<file path="src/rtl/noc_vc_input_buffer.sv">
// Receiver-side NoC input port: per-VC first-word-fall-through flit FIFOs with a
// write-side packet FSM that tracks header/tail framing and flags protocol errors.
module noc_vc_input_buffer #(
    parameter int Channel    = 4,
    parameter int Data_width = 32,
    parameter int Depth      = 4
) (
    input  logic                          clk,
    input  logic                          rst,
    input  logic [Channel-1:0]            in_valid,
    output logic [Channel-1:0]            in_ready,
    input  logic [Channel*Data_width-1:0] in_flit,
    input  logic [Channel-1:0]            in_is_header,
    input  logic [Channel-1:0]            in_is_tail,
    output logic [Channel-1:0]            in_vc_ready,
    output logic [Channel-1:0]            out_valid,
    input  logic [Channel-1:0]            out_ready,
    output logic [Channel*Data_width-1:0] out_flit,
    output logic [Channel-1:0]            out_is_header,
    output logic [Channel-1:0]            out_is_tail,
    output logic [Channel-1:0]            err_vc
);

    localparam int CW = $clog2(Depth + 1);
    localparam int PW = $clog2(Depth);
    localparam int EW = Data_width + 2;
    localparam logic [CW-1:0] DEPTH_C = CW'(Depth);
    localparam logic [PW-1:0] LAST_C  = PW'(Depth - 1);

    typedef enum logic [1:0] {
        IDLE,
        BUSY,
        DRAIN
    } vc_state_e;

    vc_state_e        state_q  [Channel];
    vc_state_e        state_d  [Channel];
    logic [CW-1:0]    count_q  [Channel];
    logic [CW-1:0]    count_d  [Channel];
    logic [PW-1:0]    wr_ptr_q [Channel];
    logic [PW-1:0]    wr_ptr_d [Channel];
    logic [PW-1:0]    rd_ptr_q [Channel];
    logic [PW-1:0]    rd_ptr_d [Channel];
    logic [Channel-1:0] err_q;
    logic [Channel-1:0] err_d;
    // Entry layout: {header, tail, flit}
    logic [EW-1:0]    mem_q    [Channel][Depth];
    logic [EW-1:0]    mem_d    [Channel][Depth];

    logic [Channel-1:0] push_v;
    logic [Channel-1:0] pop_v;
    logic [Channel-1:0] store_v;

    always_comb begin
        in_ready      = '0;
        out_valid     = '0;
        in_vc_ready   = '0;
        out_flit      = '0;
        out_is_header = '0;
        out_is_tail   = '0;
        for (int unsigned v = 0; v < Channel; v++) begin
            in_ready[v]    = (count_q[v] < DEPTH_C);
            out_valid[v]   = (count_q[v] != '0);
            in_vc_ready[v] = (state_q[v] == IDLE) && (count_q[v] == '0);
            out_flit[v*Data_width +: Data_width] = mem_q[v][rd_ptr_q[v]][Data_width-1:0];
            out_is_header[v] = mem_q[v][rd_ptr_q[v]][Data_width+1];
            out_is_tail[v]   = mem_q[v][rd_ptr_q[v]][Data_width];
        end
    end

    assign err_vc = err_q;

    always_comb begin
        state_d  = state_q;
        count_d  = count_q;
        wr_ptr_d = wr_ptr_q;
        rd_ptr_d = rd_ptr_q;
        err_d    = err_q;
        mem_d    = mem_q;
        push_v   = '0;
        pop_v    = '0;
        store_v  = '0;
        for (int unsigned v = 0; v < Channel; v++) begin
            push_v[v] = in_valid[v] & in_ready[v];
            pop_v[v]  = out_valid[v] & out_ready[v];

            case (state_q[v])
                IDLE, DRAIN: begin
                    if (push_v[v]) begin
                        if (in_is_header[v]) begin
                            store_v[v] = 1'b1;
                            state_d[v] = in_is_tail[v] ? DRAIN : BUSY;
                        end else begin
                            err_d[v] = 1'b1;
                        end
                    end
                end
                BUSY: begin
                    if (push_v[v]) begin
                        store_v[v] = 1'b1;
                        if (in_is_header[v]) err_d[v] = 1'b1;
                        if (in_is_tail[v])   state_d[v] = DRAIN;
                    end
                end
                default: state_d[v] = IDLE;
            endcase

            if (store_v[v]) begin
                mem_d[v][wr_ptr_q[v]] = {in_is_header[v], in_is_tail[v],
                                         in_flit[v*Data_width +: Data_width]};
                wr_ptr_d[v] = (wr_ptr_q[v] == LAST_C) ? '0 : wr_ptr_q[v] + PW'(1);
            end
            if (pop_v[v]) begin
                rd_ptr_d[v] = (rd_ptr_q[v] == LAST_C) ? '0 : rd_ptr_q[v] + PW'(1);
            end

            case ({store_v[v], pop_v[v]})
                2'b10:   count_d[v] = count_q[v] + CW'(1);
                2'b01:   count_d[v] = count_q[v] - CW'(1);
                default: ;
            endcase

            // A drained VC returns to IDLE only on a quiet cycle, so in_vc_ready never
            // rises in the same cycle a new header is being written.
            if ((state_q[v] == DRAIN) && !push_v[v] && (count_d[v] == '0)) begin
                state_d[v] = IDLE;
            end
        end
    end

    always_ff @(posedge clk) begin
        if (rst) begin
            for (int unsigned v = 0; v < Channel; v++) begin
                state_q[v]  <= IDLE;
                count_q[v]  <= '0;
                wr_ptr_q[v] <= '0;
                rd_ptr_q[v] <= '0;
            end
            err_q <= '0;
        end else begin
            state_q  <= state_d;
            count_q  <= count_d;
            wr_ptr_q <= wr_ptr_d;
            rd_ptr_q <= rd_ptr_d;
            err_q    <= err_d;
        end
    end

    // Payload storage needs no reset: it is only observed while count is non-zero.
    always_ff @(posedge clk) begin
        mem_q <= mem_d;
    end

endmodule

</file>
<file path="config.mk">
export PLATFORM = sky130hd
export DESIGN_NAME = noc_vc_input_buffer
export DESIGN_NICKNAME = d
export VERILOG_FILES = /design/src/rtl/noc_vc_input_buffer.sv
export SDC_FILE = /design/constraint.sdc
export NUM_CORES = 1
export LEC_CHECK = 0
export BUFFER_PORTS_ARGS = -buffer_cell sky130_fd_sc_hd__buf_2
export CAP_MARGIN = 10
export CORE_UTILIZATION = 31
export DETAILED_ROUTE_END_ITERATION = 12
export GPL_ROUTABILITY_DRIVEN = 0
export HOLD_SLACK_MARGIN = 0.03
export PLACE_DENSITY = 0.51
export SLEW_MARGIN = 20
export SYNTH_ARGS = -nofsm -noshare
export SYNTH_HDL_FRONTEND = slang
export SYNTH_SLANG_ARGS = --single-unit
</file>
<file path="constraint.sdc">
create_clock -name clk -period 2.3 [get_ports clk]
set_clock_uncertainty 0.05 [all_clocks]
set_input_delay 0.23 -clock clk [delete_from_list [all_inputs] [get_ports clk]]
set_output_delay 0.23 -clock clk [all_outputs]
set_load 0.1 [all_outputs]
</file>
==> results_tabular.tex, run 1 <==
\begin{tabular}{lr}
\hline
Metric & Value \\
\hline
\multicolumn{2}{l}{\textbf{Run status}} \\
\quad Status & complete, but fails checks \\
\quad Violated checks & setup timing \\
\multicolumn{2}{l}{\textbf{Final layout}} \\
\quad Commonest non-fill, non-tap cell in the layout & edfxtp\_1 \\
\quad Share of final-layout standard cells stronger than drive strength 1 & 42.37\% \\
\quad Post-route standard cell area excluding fillers & 31520 sq um \\
\quad Final cell count without fillers & 2571 \\
\quad Leading cell types in the layout, fill and taps excluded & edfxtp\_1 (544), buf\_2 (157), buf\_12 (157), dlygate4sd3\_1 (140), mux4\_2 (136) \\
\quad FF/Latch Area & 17170 sq um \\
\quad Count of nets after finishing & 1753 \\
\quad Synth-to-Final Area Change & 42.62\% \\
\quad FILL cells & 5988 \\
\quad Area occupied by multi-input gates & 4761 sq um \\
\quad Antenna diode count & 0 \\
\quad End-of-flow core utilization & 44.85\% \\
\multicolumn{2}{l}{\textbf{Yosys}} \\
\quad Avg Inst Size Synth & 21.92 sq um \\
\quad Total standard cell area after synthesis & 22100 sq um \\
\quad Fraction of the yosys area taken by sequential cells & 77.55\% \\
\quad Fraction of the mapped netlist area in compound gates & 1.540\% \\
\quad Simple-gate portion of the synthesized area & 2.752\% \\
\quad Mapped Cells & 1008 \\
\quad Unique masters post-synth & 30 \\
\quad Number of flip-flops and latches in the synthesized netlist & 584 \\
\quad Synth Area in XOR/XNOR & 0.3171\% \\
\quad Main combinational cell family by area after synthesis & multiplexers \\
\quad Area share of fa/ha/maj cells after synthesis & 1.721\% \\
\quad Post-synth net total & 1182 \\
\quad Synthesis warning total & 0 \\
\quad Share of cell area taken by muxes after synthesis & 14.61\% \\
\multicolumn{2}{l}{\textbf{Global route}} \\
\quad Number of antenna violations at the first check in global routing & 1 \\
\quad Aggregate global-route resource usage & 13.39\% \\
\quad Final global-route overflow total & 0 \\
\quad Maximum number of pins on one net before global-route repair & 37 \\
\quad Via count of the first global-routing pass & 12270 \\
\quad Wire length of the first global-routing pass & 72630 microns \\
\multicolumn{2}{l}{\textbf{Worst setup path}} \\
\quad Worst-path fanout max & 4 \\
\quad Start-to-end type of the worst setup path & reg2reg \\
\quad Library cell contributing the largest single delay on the critical path & or3\_1 \\
\quad Kind of cell with the highest combined delay on the critical path & simple AND/OR/NAND/NOR gates \\
\quad CP Launch Type & flop \\
\quad Flop-to-flop setup slack & -30 ps \\
\quad Arrival time at the worst endpoint & 2800 ps \\
\quad Worst path bufs/invs & 2 \\
\quad Cell chain of the critical path & and2b\_1 -> a21boi\_4 -> inv\_2 -> ha\_4 -> inv\_2 -> fa\_2 -> xor2\_1 -> or3\_1 -> a41o\_1 -> nor3\_2 \\
\quad Delay contributed by the slowest stage of the critical path & 390 ps \\
\quad Most repeated library cell on the critical path & inv\_2 \\
\quad Crit end category & flop \\
\quad Required time at the endpoint of the critical path & 2760 ps \\
\multicolumn{2}{l}{\textbf{Clocking}} \\
\quad CTS buffer count & 66 \\
\quad CTS root buffer & clkbuf\_16 \\
\quad Clock tree from TritonCTS & built \\
\quad Clock Latency Late Sink & 580 ps \\
\quad Clock sink total & 584 \\
\quad Clk pin slew, worst setup/hold paths & 60 ps \\
\quad CTS max path bufs & 3 \\
\quad Count of H-tree levels built during CTS & 3 \\
\multicolumn{2}{l}{\textbf{Worst hold path}} \\
\quad Class of the tightest hold or removal check & in2reg \\
\multicolumn{2}{l}{\textbf{STA}} \\
\quad Final Hold Vio Count & 0 \\
\quad Setup TNS Final & -81.69 ps \\
\quad Final Max Tran Viols & 0 \\
\quad Setup repair after global routing missed its margin & true \\
\quad Time the final worst path needs with I/O delays and setup & 2333 ps \\
\quad Post-route fraction of the period consumed by the critical path & 101.4\% \\
\quad \# setup viols final & 9 \\
\quad Worst slew slack as a fraction of its limit & 52.71\% \\
\quad Least-Margin Pin Slew & 709.3 ps \\
\quad Smallest hold slack & 131.6 ps \\
\quad Min setup slack post-route & -33.21 ps \\
\quad Highest attainable clock frequency & 428.6 MHz \\
\multicolumn{2}{l}{\textbf{Die}} \\
\quad Overall die area & 72350 sq um \\
\quad \# IOs & 298 \\
\quad Core area & 70270 sq um \\
\quad Overall die width & 269.0 microns \\
\quad Std cell rows & 97 \\
\quad Initial core utilization & 31.45\% \\
\quad Die boundary height & 269.0 microns \\
\multicolumn{2}{l}{\textbf{Flow run}} \\
\quad Number of max-cap violations & 0 \\
\multicolumn{2}{l}{\textbf{Detailed routing}} \\
\quad Final wirelength & 48540 microns \\
\quad 1st-iter DRT viols & 672 \\
\quad Router iterations before antenna repair & 5 \\
\quad Drc violations & 0 \\
\quad Detail-routed via count per cell & 4.487 \\
\quad Via Count & 11540 \\
\quad Number of antenna-violating nets in the routed design & 0 \\
\quad Wire length per cell after detailed routing & 18.88 microns \\
\multicolumn{2}{l}{\textbf{Place}} \\
\quad Cell area reported after detailed placement & 27500 sq um \\
\quad Dpl ws & -28.37 ps \\
\quad Half-perimeter wire length after detailed placement & 29690 microns \\
\quad Post-placement cell count & 2281 \\
\quad Port bufs & 297 \\
\multicolumn{2}{l}{\textbf{Power}} \\
\quad PnR Total Power & 39.41 mW \\
\quad Pwr/cell area & 1250 nW/um\^{}2 \\
\quad Total leakage power & 10.94 nW \\
\quad Worst ir drop on vdd & 1.153 mV \\
\hline
\end{tabular}
[final timing paths]
check,start,to,cells after the start
setup reg to reg,count_q[2]$_SDFF_PP0_,state_q[1]$_SDFFE_PP0P_,10
setup / recovery,count_q[2]$_SDFF_PP0_,state_q[1]$_SDFFE_PP0P_,10
hold reg to reg,err_vc[1]$_SDFFE_PP0P_,err_vc[1]$_SDFFE_PP0P_,2
hold / removal,rst,err_vc[3]$_SDFFE_PP0P_,2
[registers in the layout, indices dropped and copies added, names as in the netlist]
name / count
count_q: 12
err_vc: 4
mem_q: 544
rd_ptr_q: 8
state_q: 8
wr_ptr_q: 8
[logic make-up after synthesis]
kind of cell	count (synthesis)
flip-flops	584
multiplexers	152
adder cells (fa/ha/maj)	28
AO/OA/AOI/OAI	52
buffers and inverters	69
AND/OR/NAND/NOR	115
XOR/XNOR	8
[worst register-to-register path: cells and delay by family (launching register included)]
family                     cells  cell delay (ps)
DFF                            1              350
and+or+nand+nor                3              730
xor gates and xnor gates       1              150
adders and majority gates      2              450
AOI/OAI and AO/OA              2              410
buffers and inverters          2              100
[what timing repair did]
action	in CTS	in global routing
buffers inserted	14	6
setup endpoints to repair	122	89
pin swaps	3	8
hold buffers	140	0
gates cloned	6	5
endpoints found under the hold margin	560	0
resized for setup	17	15
[cell type report]
type,count,share of cell area (%)
clock inverter,37,0.9767
clock buffer,83,5.709
timing repair buffer,539,19.61
inverter,33,0.3930
multi-input combinational,355,15.11
sequential,584,54.47
tap,940,3.732
[where the power goes]
group	internal (mW)	switching, mW
registers	12.3	0.299
clock network	5.93	4.18
logic	6.28	10.4
total	24.5	14.9
[synth_stat cells]
| cell | number | share of area (%) |
|---|---|---|
| a31oi_1 | 4 | 0.11 |
| or3b_1 | 3 | 0.12 |
| nor2_1 | 35 | 0.59 |
| and2_1 | 16 | 0.45 |
| edfxtp_1 | 544 | 74 |
| a41o_1 | 4 | 0.18 |
| o21ai_0 | 13 | 0.29 |
| buf_2 | 12 | 0.27 |
| or3_1 | 12 | 0.34 |
| a21boi_4 | 4 | 0.34 |
| nor3_2 | 4 | 0.18 |
| ha_1 | 24 | 1.4 |
| and2b_1 | 4 | 0.14 |
| mux2i_1 | 12 | 0.54 |
| a21oi_1 | 27 | 0.61 |
| mux2_2 | 4 | 0.20 |
| nor3_1 | 4 | 0.091 |
| xor2_1 | 8 | 0.32 |
| nand2_1 | 19 | 0.32 |
| fa_1 | 4 | 0.36 |
| dfxtp_1 | 40 | 3.6 |
| nand2b_1 | 9 | 0.25 |
| nand3_1 | 4 | 0.091 |
| nor3b_1 | 4 | 0.14 |
| buf_4 | 16 | 0.54 |
| mux4_2 | 136 | 14 |
| buf_1 | 4 | 0.068 |
| inv_1 | 33 | 0.56 |
| clkbuf_1 | 4 | 0.068 |
| nand3b_1 | 1 | 0.034 |
[layer usage]
layer  global-route usage [%]  wire [microns]  vias to the layer above  part of all wire (%)
met1                    16.58           19810                     5922                    41
met2                    22.46           24810                      253                    51
met4                    4.745            1068                        2                   2.2
li1                         -               -                     5286                     -
met3                    3.635            2843                       72                   5.9
met5                        0              10                        -                 0.021
Note: power is estimated with default switching activity, not from simulation.
==> run 2: changes to the inputs <==
==> constraint.sdc (replaced) <==
create_clock -name clk -period 2.3 [get_ports clk]
set_clock_uncertainty 0.05 [all_clocks]
set_input_delay 0.46 -clock clk [delete_from_list [all_inputs] [get_ports clk]]
set_output_delay 0.46 -clock clk [all_outputs]
set_load 0.1 [all_outputs]
==> run 2 against run 1 <==
  * The flow still finishes with violations (setup timing)
  * Final area shrank 0.84%
  * Critical path depth shrank 7
  * Largest cell class unchanged
  * Utilization shrank 0.38 points
  * Sequential power is essentially flat
  * Final cell count shrank 1.1%
==> results_tabular.tex, run 2 (synthesis gave the netlist of run 1 again) <==
\begin{tabular}{lr}
\hline
Metric & Value \\
\hline
\multicolumn{2}{l}{\textbf{Run status}} \\
\quad Status & complete, but fails checks \\
\quad Violated checks & setup timing \\
\multicolumn{2}{l}{\textbf{Worst hold path}} \\
\quad Number of cells on the worst hold path & 3 \\
\quad Class of the tightest hold or removal check & in2reg \\
\multicolumn{2}{l}{\textbf{Place}} \\
\quad Post-placement cell count & 2288 \\
\quad Dpl ws & -236.0 ps \\
\quad Cell area reported after detailed placement & 27640 sq um \\
\quad Half-perimeter wire length after detailed placement & 29280 microns \\
\quad Port bufs & 297 \\
\multicolumn{2}{l}{\textbf{Final layout}} \\
\quad Synth-to-Final Area Change & 41.42\% \\
\quad Leading cell types in the layout, fill and taps excluded & edfxtp\_1 (544), buf\_12 (166), buf\_2 (153), mux4\_2 (136), dlygate4sd3\_1 (128) \\
\quad Count of nets after finishing & 1728 \\
\quad Commonest non-fill, non-tap cell in the layout & edfxtp\_1 \\
\quad Largest registers in the final layout & mem\_q: 544 flops, count\_q: 12 flops \\
\quad Register with the highest flop count & mem\_q \\
\quad Post-route standard cell area excluding fillers & 31250 sq um \\
\quad Share of final-layout standard cells stronger than drive strength 1 & 41.41\% \\
\quad Final cell count without fillers & 2542 \\
\quad FILL cells & 6099 \\
\quad Number of flip-flops in the largest register & 544 \\
\multicolumn{2}{l}{\textbf{Die}} \\
\quad Core area & 70270 sq um \\
\quad Die boundary height & 269.0 microns \\
\quad Overall die area & 72350 sq um \\
\quad Std cell rows & 97 \\
\quad \# IOs & 298 \\
\quad Overall die width & 269.0 microns \\
\quad Initial core utilization & 31.45\% \\
\multicolumn{2}{l}{\textbf{Power}} \\
\quad Pwr/cell area & 1251 nW/um\^{}2 \\
\quad Share of power burned in the clock network & 24.5\% \\
\quad Share of total power in combinational logic & 43.3\% \\
\quad Internal Power & 24.36 mW \\
\quad Sequential power share & 32.2\% \\
\quad Net switching power & 14.73 mW \\
\quad Worst ir drop on vdd & 1.106 mV \\
\quad Total leakage power & 10.77 nW \\
\quad Sw Ratio & 37.67\% \\
\multicolumn{2}{l}{\textbf{Detailed routing}} \\
\quad 1st-iter DRT viols & 631 \\
\quad Router iterations before antenna repair & 6 \\
\quad Detail-routed via count per cell & 4.510 \\
\quad Final wirelength & 48660 microns \\
\quad Via Count & 11460 \\
\quad Drc violations & 0 \\
\quad Wire length per cell after detailed routing & 19.14 microns \\
\quad Number of antenna-violating nets in the routed design & 0 \\
\multicolumn{2}{l}{\textbf{STA}} \\
\quad Least-Margin Pin Slew & 577.5 ps \\
\quad Post-route fraction of the period consumed by the critical path & 109.6\% \\
\quad Highest attainable clock frequency & 396.5 MHz \\
\quad Setup TNS Final & -24070 ps \\
\quad Final Max Tran Viols & 0 \\
\quad Final Hold Vio Count & 0 \\
\quad Worst slew slack as a fraction of its limit & 61.50\% \\
\quad \# setup viols final & 141 \\
\quad Min setup slack post-route & -221.8 ps \\
\quad Setup repair after global routing missed its margin & true \\
\quad Time the final worst path needs with I/O delays and setup & 2522 ps \\
\multicolumn{2}{l}{\textbf{Clocking}} \\
\quad Clock Latency Late Sink & 610 ps \\
\quad Clock sink total & 584 \\
\quad CTS buffer count & 61 \\
\quad CTS root buffer & clkbuf\_16 \\
\quad Clk pin slew, worst setup/hold paths & 60 ps \\
\quad Count of H-tree levels built during CTS & 2 \\
\quad Clock tree from TritonCTS & built \\
\quad CTS max path bufs & 3 \\
\multicolumn{2}{l}{\textbf{Global route}} \\
\quad Number of antenna violations at the first check in global routing & 2 \\
\quad Via count of the first global-routing pass & 12390 \\
\quad Wire length of the first global-routing pass & 73230 microns \\
\quad Maximum number of pins on one net before global-route repair & 35 \\
\quad Aggregate global-route resource usage & 13.42\% \\
\quad Final global-route overflow total & 0 \\
\multicolumn{2}{l}{\textbf{Worst setup path}} \\
\quad Arrival time at the worst endpoint & 2010 ps \\
\quad R2R depth & 10 \\
\quad Required time at the endpoint of the critical path & 1790 ps \\
\quad Worst-path fanout max & 9 \\
\quad Start-to-end type of the worst setup path & reg2out \\
\quad CP Launch Type & flop \\
\quad Crit end category & output port \\
\multicolumn{2}{l}{\textbf{Flow run}} \\
\quad Number of max-cap violations & 0 \\
\hline
\end{tabular}
-- run 2: worst max-delay path, stage by stage, from the launching register on --
cell	delay [ps]
dfxtp_4	450
buf_12	180
mux4_2	560
buf_12	190
-- run 2: repair_timing --
item,4_1_cts,5_1_grt
pin swaps,6,4
setup endpoints to repair,147,149
hold buffers,128,0
setup buffers,8,2
cloned,6,3
endpoints found under the hold margin,512,0
gates resized for setup,44,11
-- run 2: layout make-up --
type	instances	area [sq um]	area share, %
Antenna cell	1	2.502	0.008007
Clock buffer	78	1630	5.217
Clock inverter	32	301.5	0.9649
Inverter	33	123.9	0.3964
Multi-Input combinational cell	355	4742	15.17
Sequential cell	584	17170	54.93
Tap cell	940	1176	3.763
Timing Repair Buffer	519	6107	19.54
-- run 2: stage by stage --
stage / total power, mW / hold WS (ps) / util, %
after detailed placement: 28.97 / 415.7 / 39.33
after floorplan: 23.21 / 443.0 / -
after CTS: 39.58 / 34.93 / 44.40
after global routing: 40.53 / 54.05 / 44.47
final: 39.09 / 81.71 / 44.47
after global placement: 28.88 / 404.6 / 39.33
-- run 2: power groups by stage --
stage | registers [mW] | logic [mW] | clock network [mW]
final | 12.6 | 16.9 | 9.58
after global routing | 12.6 | 17.6 | 10.3
after CTS | 12.6 | 17.1 | 9.90
after detailed placement | 12.7 | 16.3 | 0
after global placement | 12.7 | 16.2 | 0
after floorplan | 12.7 | 10.5 | 0
-- run 2: path summary, 6_finish.rpt --
path | startpoint | end | slack, ps
max reg2reg | count_q[2]$_SDFF_PP0_ | state_q[1]$_SDFFE_PP0P_ | 0
min reg2reg | err_vc[0]$_SDFFE_PP0P_ | err_vc[0]$_SDFFE_PP0P_ | 420
min | out_ready[2] | rd_ptr_q[3]$_SDFFE_PP0P_ | 80
max | rd_ptr_q[2]$_SDFFE_PP0P_ | out_flit[78] | -220
-- run 2: layer usage --
metal / GRT usage, % / vias to the layer above / part of all wire, %
met5: 0 / - / 0
met4: 3.885 / 0 / 2.0
met3: 3.233 / 65 / 5.2
met2: 23.40 / 234 / 52
met1: 16.48 / 5934 / 41
li1: - / 5231 / -
==> run 3: changes to the inputs <==
Settings changed: REMOVE_ABC_BUFFERS set to 1.
==> run 3 against run 2 <==
  * The flow still finishes with violations (setup timing)
  * Routed wire length up 0.79%
  * Clock power down 3.2%
  * Global-route usage about the same
  * First-iteration DRC count down 4.8%
  * Power up 0.31%
  * Critical path type unchanged
  * Die area unchanged
  * Setup slack worse by 9.4 ps
  * Largest cell class unchanged
  * Combinational power up 3%
  * Critical endpoint is now out_flit[72]
  * Sequential share of layout area down 0.38 points
==> results_tabular.tex, run 3 (synthesis gave the netlist of run 1 again) <==
\begin{tabular}{lr}
\hline
Metric & Value \\
\hline
\multicolumn{2}{l}{\textbf{Run status}} \\
\quad Status & complete, but fails checks \\
\quad Violated checks & setup timing \\
\multicolumn{2}{l}{\textbf{Final layout}} \\
\quad Final cell count without fillers & 2565 \\
\quad Leading cell types in the layout, fill and taps excluded & edfxtp\_1 (544), buf\_12 (171), buf\_2 (154), mux4\_2 (136), dlygate4sd3\_1 (129) \\
\quad End-of-flow core utilization & 44.77\% \\
\quad Share of final-layout standard cells stronger than drive strength 1 & 41.97\% \\
\quad Register with the highest flop count & mem\_q \\
\quad Number of flip-flops in the largest register & 544 \\
\quad Antenna diode count & 0 \\
\quad FILL cells & 6036 \\
\quad Count of nets after finishing & 1750 \\
\quad Commonest non-fill, non-tap cell in the layout & edfxtp\_1 \\
\quad Synth-to-Final Area Change & 42.36\% \\
\quad Largest registers in the final layout & mem\_q: 544 flops, count\_q: 12 flops \\
\multicolumn{2}{l}{\textbf{STA}} \\
\quad Time the final worst path needs with I/O delays and setup & 2531 ps \\
\quad Smallest hold slack & 82.87 ps \\
\quad Final Hold Vio Count & 0 \\
\quad Highest attainable clock frequency & 395.1 MHz \\
\quad Worst slew slack as a fraction of its limit & 64.07\% \\
\quad Post-route fraction of the period consumed by the critical path & 110.1\% \\
\quad Setup repair after global routing missed its margin & true \\
\quad Least-Margin Pin Slew & 542.7 ps \\
\quad Min setup slack post-route & -231.2 ps \\
\quad \# setup viols final & 144 \\
\quad Final Max Tran Viols & 0 \\
\multicolumn{2}{l}{\textbf{Die}} \\
\quad \# IOs & 298 \\
\quad Die boundary height & 269.0 microns \\
\quad Initial core utilization & 31.45\% \\
\quad Overall die width & 269.0 microns \\
\quad Std cell rows & 97 \\
\quad Overall die area & 72350 sq um \\
\quad Core area & 70270 sq um \\
\multicolumn{2}{l}{\textbf{Global route}} \\
\quad Met3 Track Usage GR & 3.461\% \\
\quad Via count of the first global-routing pass & 12610 \\
\quad Number of antenna violations at the first check in global routing & 1 \\
\quad Final global-route overflow total & 0 \\
\quad Wire length of the first global-routing pass & 73560 microns \\
\quad Met1 demand-to-capacity share in global routing & 16.43\% \\
\quad GR peak layer & met2 \\
\quad Maximum number of pins on one net before global-route repair & 35 \\
\quad Aggregate global-route resource usage & 13.45\% \\
\quad Met2 Resource Use GR & 23.43\% \\
\multicolumn{2}{l}{\textbf{Worst setup path}} \\
\quad Most repeated library cell on the critical path & buf\_12 \\
\quad Crit end category & output port \\
\quad Kind of cell with the highest combined delay on the critical path & multiplexers \\
\quad Required time at the endpoint of the critical path & 1790 ps \\
\quad CP Launch Type & flop \\
\quad Worst path bufs/invs & 3 \\
\quad Worst-path fanout max & 8 \\
\quad Cell chain of the critical path & buf\_12 -> buf\_12 -> mux4\_2 -> buf\_12 \\
\quad Delay contributed by the slowest stage of the critical path & 550 ps \\
\quad Arrival time at the worst endpoint & 2020 ps \\
\quad Library cell contributing the largest single delay on the critical path & mux4\_2 \\
\quad Start-to-end type of the worst setup path & reg2out \\
\multicolumn{2}{l}{\textbf{Power}} \\
\quad Sequential power share & 32.0\% \\
\quad Pwr/cell area & 1246 nW/um\^{}2 \\
\quad Net switching power & 14.87 mW \\
\quad Total leakage power & 10.88 nW \\
\quad Share of total power in combinational logic & 44.4\% \\
\quad Worst ir drop on vdd & 0.8901 mV \\
\quad Share of power burned in the clock network & 23.6\% \\
\quad Internal Power & 24.34 mW \\
\quad Sw Ratio & 37.92\% \\
\multicolumn{2}{l}{\textbf{Detailed routing}} \\
\quad Wire length per cell after detailed routing & 19.12 microns \\
\quad Drc violations & 0 \\
\quad Via Count & 11640 \\
\quad Router iterations before antenna repair & 5 \\
\quad 1st-iter DRT viols & 601 \\
\quad Detail-routed via count per cell & 4.537 \\
\quad Final wirelength & 49050 microns \\
\quad Number of antenna-violating nets in the routed design & 0 \\
\multicolumn{2}{l}{\textbf{Clocking}} \\
\quad Count of H-tree levels built during CTS & 2 \\
\quad Clock sink total & 584 \\
\quad Clock Latency Late Sink & 600 ps \\
\quad CTS buffer count & 61 \\
\quad CTS root buffer & clkbuf\_16 \\
\quad CTS max path bufs & 3 \\
\quad Clock tree from TritonCTS & built \\
\quad Clk pin slew, worst setup/hold paths & 60 ps \\
\multicolumn{2}{l}{\textbf{Place}} \\
\quad Port bufs & 297 \\
\quad Half-perimeter wire length after detailed placement & 30040 microns \\
\quad Post-placement cell count & 2298 \\
\multicolumn{2}{l}{\textbf{Flow run}} \\
\quad Number of max-cap violations & 0 \\
\multicolumn{2}{l}{\textbf{Worst hold path}} \\
\quad Class of the tightest hold or removal check & in2reg \\
\hline
\end{tabular}
## run 3: per-layer routing
metal | share of wire, % | routed length (microns) | vias up
li1 | - | - | 5284
met1 | 41 | 20030 | 6014
met2 | 51 | 24880 | 265
met3 | 6.3 | 3078 | 72
met4 | 2.1 | 1037 | 2
met5 | 0.027 | 13 | -
## run 3: path summary, 6_finish.rpt
check	startpoint	endpoint	slack (ps)	cells past startpoint
worst max-delay path	rd_ptr_q[2]$_SDFFE_PP0P_	out_flit[72]	-230	4
worst min-delay path	out_ready[2]	rd_ptr_q[3]$_SDFFE_PP0P_	80	3
worst max register to register	count_q[0]$_SDFF_PP0_	state_q[1]$_SDFFE_PP0P_	-80	11
worst min register to register	err_vc[1]$_SDFFE_PP0P_	err_vc[1]$_SDFFE_PP0P_	420	2
## run 3: final cells by class
class                           instances  area (sq um)  area share [%]
Sequential cell                       584         17160           54.55
Timing Repair Buffer                  541          6356           20.21
Multi-Input combinational cell        355          4755           15.11
Clock buffer                           70          1603           5.095
Tap cell                              940          1176           3.739
Clock inverter                         42         284.0          0.9029
Inverter                               33         123.9          0.3938
## run 3: power by group through the flow
stage          Combinational, mW  Sequential (mW)  Clock, mW
6_report                    17.4             12.5       9.27
5_1_grt                     18.1             12.6       9.99
4_1_cts                     17.2             12.5       9.62
3_5_place_dp                16.2             12.7          0
3_3_place_gp                16.2             12.7          0
2_1_floorplan               9.68             13.2          0
## run 3: worst reg2reg max path: cells and delay by family, from the launching register on
family / cells / cell delay, ps
fa+ha+maj: 2 / 360
simple gates: 4 / 1000
flops: 1 / 320
buf+inv: 3 / 240
compound gates: 1 / 270
xor+xnor: 1 / 70
## run 3: per-stage QoR
| step | area, sq um | worst slack, ps | setup TNS [ps] | total power, mW |
|---|---|---|---|---|
| after floorplan | 21890 | -1530 | -111110 | 22.85 |
| after global placement | 27620 | -200.5 | -1212 | 28.86 |
| after detailed placement | 27620 | -257.2 | -1555 | 28.95 |
| after CTS | 31210 | -291.4 | -33330 | 39.36 |
| after global routing | 31460 | -311.2 | -37300 | 40.67 |
| final | 31460 | -231.2 | -24830 | 39.21 |
## run 3: repair_timing
action,4_1_cts,5_1_grt
hold buffers,129,0
hold endpoints to repair,513,0
pin swaps,12,16
buffers inserted,12,8
cloned,4,4
endpoints found under the setup margin,150,148
gates resized for setup,62,32
